===== config.mk =====
export PLATFORM = sky130hd
export DESIGN_NAME = timer_bank
export DESIGN_NICKNAME = d
export VERILOG_FILES = /design/src/rtl/timer_bank.sv
export SDC_FILE = /design/constraint.sdc
export NUM_CORES = 1
export LEC_CHECK = 0
export CORE_UTILIZATION = 45
export CTS_BUF_LIST = sky130_fd_sc_hd__clkbuf_8
export CTS_CLUSTER_SIZE = 14
export DETAILED_ROUTE_END_ITERATION = 7
export HOLD_SLACK_MARGIN = 0.08
export SYNTH_ARGS = -nofsm -noshare
export SYNTH_HDL_FRONTEND = slang
export SYNTH_SLANG_ARGS = --single-unit
export TNS_END_PERCENT = 5

===== constraint.sdc =====
create_clock -name clk -period 2.65 [get_ports clk]
set_clock_uncertainty 0.15 [all_clocks]
set_input_delay 0.265 -clock clk [delete_from_list [all_inputs] [get_ports clk]]
set_output_delay 0.265 -clock clk [all_outputs]
set_load 0.02 [all_outputs]

===== src/rtl/timer_bank.sv =====
// Multi-channel programmable down-counter timer bank with register port and level irq.
// Latency: register writes take effect next clk, reads return data 1 clk after re.
// Backpressure: none; the register port accepts one access per clk, always ready.
module timer_bank #(
    parameter int NUM_CH   = 8,
    parameter int CNT_W    = 16,
    parameter int DATA_W   = 16,
    parameter int ADDR_W   = 5,
    parameter int PRESCALE = 1
) (
    input  logic              clk,
    input  logic              reset,
    input  logic              we,
    input  logic              re,
    input  logic [ADDR_W-1:0] addr,
    input  logic [DATA_W-1:0] wdata,
    output logic [DATA_W-1:0] rdata,
    output logic [NUM_CH-1:0] irq
);

    localparam int PW = (PRESCALE > 1) ? $clog2(PRESCALE) : 1;
    localparam logic [ADDR_W-1:0] PEND_ADDR = ADDR_W'(2 * NUM_CH);
    localparam logic [ADDR_W-1:0] MASK_ADDR = ADDR_W'(2 * NUM_CH + 1);

    typedef struct packed {
        logic mode;
        logic en;
    } ctrl_t;

    logic [PW-1:0]     pre;
    logic              tick;
    logic [CNT_W-1:0]  period [NUM_CH];
    logic [CNT_W-1:0]  cnt    [NUM_CH];
    ctrl_t             ctrl   [NUM_CH];
    logic [NUM_CH-1:0] pend;
    logic [NUM_CH-1:0] mask;

    logic [NUM_CH-1:0] per_wr;
    logic [NUM_CH-1:0] ctrl_wr;
    logic [NUM_CH-1:0] start;
    logic [NUM_CH-1:0] fire;
    logic [NUM_CH-1:0] w1c;
    logic              mask_wr;
    logic [DATA_W-1:0] rd_mux;

    assign tick = (pre == PW'(PRESCALE - 1));

    always_ff @(posedge clk or negedge reset) begin
        if (!reset) begin
            pre <= '0;
        end else begin
            pre <= tick ? '0 : pre + PW'(1);
        end
    end

    // A channel fires only when it is not being (re)started in the same cycle.
    always_comb begin
        per_wr  = '0;
        ctrl_wr = '0;
        start   = '0;
        fire    = '0;
        for (int i = 0; i < NUM_CH; i++) begin
            per_wr[i]  = we && (addr == ADDR_W'(2 * i));
            ctrl_wr[i] = we && (addr == ADDR_W'(2 * i + 1));
            start[i]   = ctrl_wr[i] && wdata[0] && !ctrl[i].en;
            fire[i]    = !start[i] && ctrl[i].en && tick && (cnt[i] == '0);
        end
    end

    assign w1c     = (we && addr == PEND_ADDR) ? wdata[NUM_CH-1:0] : '0;
    assign mask_wr = we && (addr == MASK_ADDR);

    always_ff @(posedge clk or negedge reset) begin
        if (!reset) begin
            for (int i = 0; i < NUM_CH; i++) begin
                period[i] <= '0;
                cnt[i]    <= '0;
                ctrl[i]   <= '0;
            end
        end else begin
            for (int i = 0; i < NUM_CH; i++) begin
                if (per_wr[i]) begin
                    period[i] <= wdata[CNT_W-1:0];
                end
                // Reloads use the period held before this cycle's write.
                if (start[i]) begin
                    cnt[i] <= period[i];
                end else if (fire[i]) begin
                    if (!ctrl[i].mode) begin
                        cnt[i] <= period[i];
                    end
                end else if (ctrl[i].en && tick) begin
                    cnt[i] <= cnt[i] - CNT_W'(1);
                end
                if (ctrl_wr[i]) begin
                    ctrl[i] <= ctrl_t'(wdata[1:0]);
                end else if (fire[i] && ctrl[i].mode) begin
                    ctrl[i].en <= 1'b0;
                end
            end
        end
    end

    // A fresh event wins over a same-cycle clear of the same bit.
    always_ff @(posedge clk or negedge reset) begin
        if (!reset) begin
            pend <= '0;
            mask <= '0;
        end else begin
            pend <= (pend & ~w1c) | fire;
            if (mask_wr) begin
                mask <= wdata[NUM_CH-1:0];
            end
        end
    end

    assign irq = pend & mask;

    always_comb begin
        rd_mux = '0;
        for (int i = 0; i < NUM_CH; i++) begin
            if (addr == ADDR_W'(2 * i)) begin
                rd_mux[CNT_W-1:0] = period[i];
            end
            if (addr == ADDR_W'(2 * i + 1)) begin
                rd_mux[1:0] = ctrl[i];
            end
        end
        if (addr == PEND_ADDR) begin
            rd_mux[NUM_CH-1:0] = pend;
        end
        if (addr == MASK_ADDR) begin
            rd_mux[NUM_CH-1:0] = mask;
        end
    end

    always_ff @(posedge clk or negedge reset) begin
        if (!reset) begin
            rdata <= '0;
        end else if (re) begin
            rdata <= rd_mux;
        end
    end

endmodule

; After elaboration in Yosys (flattened, before gate mapping)
; Cells that the tools add are included.
[classes]
addsub = 9
eq_ne = 25
mux = 68
bitwise = 5
reduce_logical = 123
[op_table]
columns = cell, count
row1 = $mux 16, 40
row2 = $logic_not 16->1, 8
row3 = $sub 16x1->16 const B, 8
row4 = $logic_and 1x1->1, 74
row5 = $eq 5x4->1 const B, 8
row6 = $mux 8, 3
row7 = $ne 3x3->1 const B, 8
row8 = $reduce_bool 3->1, 8
row9 = $eq 5x3->1 const B, 4
row10 = $mux 1, 17
row11 = $and 8x8->8, 2
row12 = $logic_not 1->1, 16
row13 = $mux 2, 8
row14 = $reduce_and 2->1, 8
row15 = $reduce_bool 2->1, 8
row16 = $eq 5x2->1 const B, 2
row17 = $eq 5x5->1 const B, 2
row18 = $not 8->8, 1
row19 = $or 8x8->8, 1
row20 = $eq 5x1->1 const B, 1
row21 = $logic_not 5->1, 1
row22 = $add 1x1->1 const B, 1
row23 = $not 1->1, 1
[totals]
ff_bits = 305
in_bits = 25
output_inout_bits = 24
wordCells = 266

; Longest topological paths before layout
[depth]
ltp_word = 19
depth_mapped = 11
ltp_nobuf = 8

; Worst setup path after synthesis
; No wires, ideal clock.
[synth_path]
path_kind = reg2reg
startpoint = reg cnt[16] in the netlist's numbering
endpoint = reg cnt[29] in the netlist's numbering
t_arrival_ns = 2.255
t_required_ns = 2.379
path_slack_ns = 0.124
stages_incl_launch_ff = 10
n_path_buf = 1
synth_period_minus_slack_ns = 2.526
path_cell_list = dfrtp_1 inv_1 ha_1 or3b_1 nor4_2 and2_1 a2bb2oi_1 clkbuf_1 o21a_1 o22a_1
[synth_via]
elab_chain_len = 4
[synth_rtl]
columns = element, line_no
row1 = from (decl), 33  ; logic [CNT_W-1:0] cnt [NUM_CH];
row2 = "from (signal, indexed assignment)", 87  ; cnt[i] <= period[i];
row3 = "from (signal, indexed assignment)", 90  ; cnt[i] <= period[i];
row4 = "from (signal, indexed assignment)", 93  ; cnt[i] <= cnt[i] - CNT_W'(1);
row5 = $sub 16x1->16 / $logic_not 16->1 (equally long branches), "93, 66"
row6 = $mux 16 / $logic_and 1x1->1 (equally long branches), "92, 66"
row7 = $mux 16 (tied with other cells), 88  ; end else if (fire[i]) begin
row8 = $mux 16 / $reduce_and 2->1 (equally long branches), --
; Parallel ways exist; a longest one is shown, timed or not. The select of a mux whose other input is x is not followed.
; A chain may end at the register's enable or synchronous reset.

; Worst setup path in the final report
[layout_path]
startpoint = reg cnt[33] in the netlist's numbering
endpoint = reg cnt[44] in the netlist's numbering
; Same word-level chain as after synthesis.

==> impl_metrics.ini <==
[synthesis]
syn_inst = 1771
synth_edf_count = 0
syn-num-nets = 1804
synth_top_cell_by_area = dfrtp_1
avgSynthCellArea_um2 = 9.32
yosys-top-cells-area = dfrtp_1 46%, mux2_2 9.2%, a21oi_1 5.3%
synth_common_cells = 304 x dfrtp_1, 175 x a21oi_1, 160 x nor2_1
synth_area_um2 = 16500
async_flop_share_pct = 100
synth_ff_type = dfrtp_1
yosysMostFrequentCell = dfrtp_1
yosys_warnings = 0
synth_cell_type_count = 81
synth.top_cell.area_share_pct = 46.1
yosysSeqAreaShare_pct = 46.1
ys_seq_elements = 304

[layout]
nets = 2052
area_growth_pct = 24.3
antenna_cells = 0
fin_area_um2 = 20500
drive_gt1_share_pct = 25.7
nFillCells = 3224

[sta]
fmax_ghz = 0.393
rsz0062_at_grt = yes
finalHoldViolations = 0
layout_min_cycle_time_ps = 2540
worstMarginPinSlew_ps = 872
period_share_pct = 95.9
report.final.slew_viol_count = 0
whs_ps = 159
slew_headroom_pct = 41.7
setup_viol = 0

[critical_path]
worstPathArrival_ps = 2940
cp_cell_sequence = inv_1, ha_2, or4b_4, nor4_2, buf_4, nand2_1, o21a_1, buf_4, o21a_1, o22a_1
path_buf_inv = 3
critPathTopFamily = simple AND/OR/NAND/NOR gates
max_stage_delay_ps = 490
slowest_stage = or4b_4
crit_type = flop to flop
cp-start-kind = flop
path_max_fanout = 6
crit_required_ps = 3050
cp-end-kind = flop

[power]
ir_worst_vdd_uv = 543
swShare_pct = 36.4
p_leak_nw = 9.16
pwr-share-comb_pct = 27.0
finalPower_w = 0.0168
power_switching_w = 0.00612
pwr-share-seq_pct = 44.9
clock_power_share_pct = 28.1
powerDensity_nw_per_um2 = 819
p_int_w = 0.0107

[drt]
viasPerCell = 6.06
wl_um = 56400
first_pass_iters = 7
drt_iter0_markers = 1221
wl_per_cell_um = 22.4
drc = 0
vias = 15305
ant_nets = 0

[grt]
grt_util_met2_pct = 45.1
gr-total-overflow = 0
grt_pass1_vias = 14273
grt_max_degree = 52
met3_usage_pct = 5.20
antenna_found_initial = 1
grt.total_usage_pct = 30.2
grt_util_met1_pct = 44.4
gr-max-usage-layer = met2
grt_pass1_wl_um = 86000

[place]
dpl_cell_area_um2 = 19200
io_buffer_count = 48
hpwlAfterDp_um = 41800
gp_congestion = 1.00

[flow_run]
cap_violations = 0

[floorplanning]
core-area_um2 = 35800
std_cell_rows = 69
die_h_um = 194
die_w_um = 194
initial_core_util_pct = 46.1
io_pins = 49
dieArea_um2 = 37500

[status]
status = completed

[clock_network]
clkLatencyLatePin_ps = 660
clk_path_buf_depth = 3
clockRootBuffer = clkbuf_8
cts_tree = built
h-tree-depth = 2
cts_buffers = 54
clk_pin_slew_ps = 60
clock-sinks = 304

[hold_path]
hold_path_class = input port to async pin
-- cell type report --
type / instances / area, um2 / share of cell area, %
Clock buffer: 68 / 936 / 4.56
Clock inverter: 32 / 234 / 1.14
Inverter: 47 / 176 / 0.860
Multi-Input combinational cell: 1316 / 8350 / 40.7
Sequential cell: 304 / 7610 / 37.1
Tap cell: 461 / 577 / 2.81
Timing Repair Buffer: 296 / 2650 / 12.9
-- power groups by stage --
stage,logic [W],clock network [W],registers [W]
3_3_place_gp,0.00430,0,0.00754
6_report,0.00454,0.00472,0.00756
3_5_place_dp,0.00442,0,0.00756
5_1_grt,0.00506,0.00499,0.00772
4_1_cts,0.00445,0.00480,0.00750
2_1_floorplan,0.00299,0,0.00696
-- sequential cells by signal, summed over array words and instances, names as in the netlist --
name and count:
ctrl 16, rdata 16, period 128, mask 8, cnt 128, pend 8
-- worst reg2reg max path, cell delays in order (launching register included) --
cell and delay, ps:
dfrtp_1 370, inv_1 80, ha_2 190, or4b_4 490, nor4_2 280, buf_4 170
nand2_1 110, o21a_1 150, buf_4 160, o21a_1 100, o22a_1 170
-- layout by cell type, fill, tap and decap left out, types with 23 or more instances in the layout --
cell type / n
dfrtp_1: 304
buf_4: 224
a21oi_1: 173
nor2_1: 160
mux2_2: 135
o21ai_0: 133
nand2_1: 126
clkbuf_8: 68
nand3_1: 56
nor3_1: 55
inv_1: 54
o21ai_1: 48
clkdlybuf4s50_1: 47
a22oi_1: 32
nor4_1: 30
a31oi_1: 23
-- worst paths after layout --
| path | from | endpoint | slack [ps] | cells after the start |
|---|---|---|---|---|
| max in group asynchronous | reset | cnt[95] | 1780 | 3 |
| min in group clk | wdata[1] | ctrl[15] | 310 | 4 |
| worst min register to register | cnt[104] | cnt[104] | 350 | 2 |
| worst max register to register | cnt[33] | cnt[44] | 110 | 10 |
| worst max-delay path | cnt[33] | cnt[44] | 110 | 10 |
| worst min-delay path | reset | rdata[0] | 160 | 3 |
-- kinds of logic after synthesis --
family	Yosys count	synth area share, %
and+or+nand+nor	591	18.2
AOI/OAI and AO/OA	561	20.7
DFF	304	46.1
muxes	156	10.5
buffers and inverters	151	4.02
adders and majority gates	8	0.606
-- routing by layer --
layer / vias up / routed length (um)
li1: 7080 / -
met1: 7591 / 26300
met2: 541 / 24500
met3: 93 / 3980
met4: 0 / 1680
met5: - / 0
-- metrics by stage --
step	utilization, %	setup WS [ps]	TNS [ps]	instances
2_1_floorplan	-	124	0	1771
3_3_place_gp	53.6	-219	-7980	2415
3_5_place_dp	53.6	-352	-10860	2415
4_1_cts	56.9	21.8	0	2517
5_1_grt	57.3	-29.6	-46.3	2524
6_report	57.3	109	0	2524
-- timing repair --
item,CTS,global route
resized for setup,1,16
buffers inserted,0,7
pin swaps,1,0
hold buffers,2,0
hold endpoints to repair,304,0
endpoints found under the setup margin,3,57
Power figures use the tool's default switching activity.
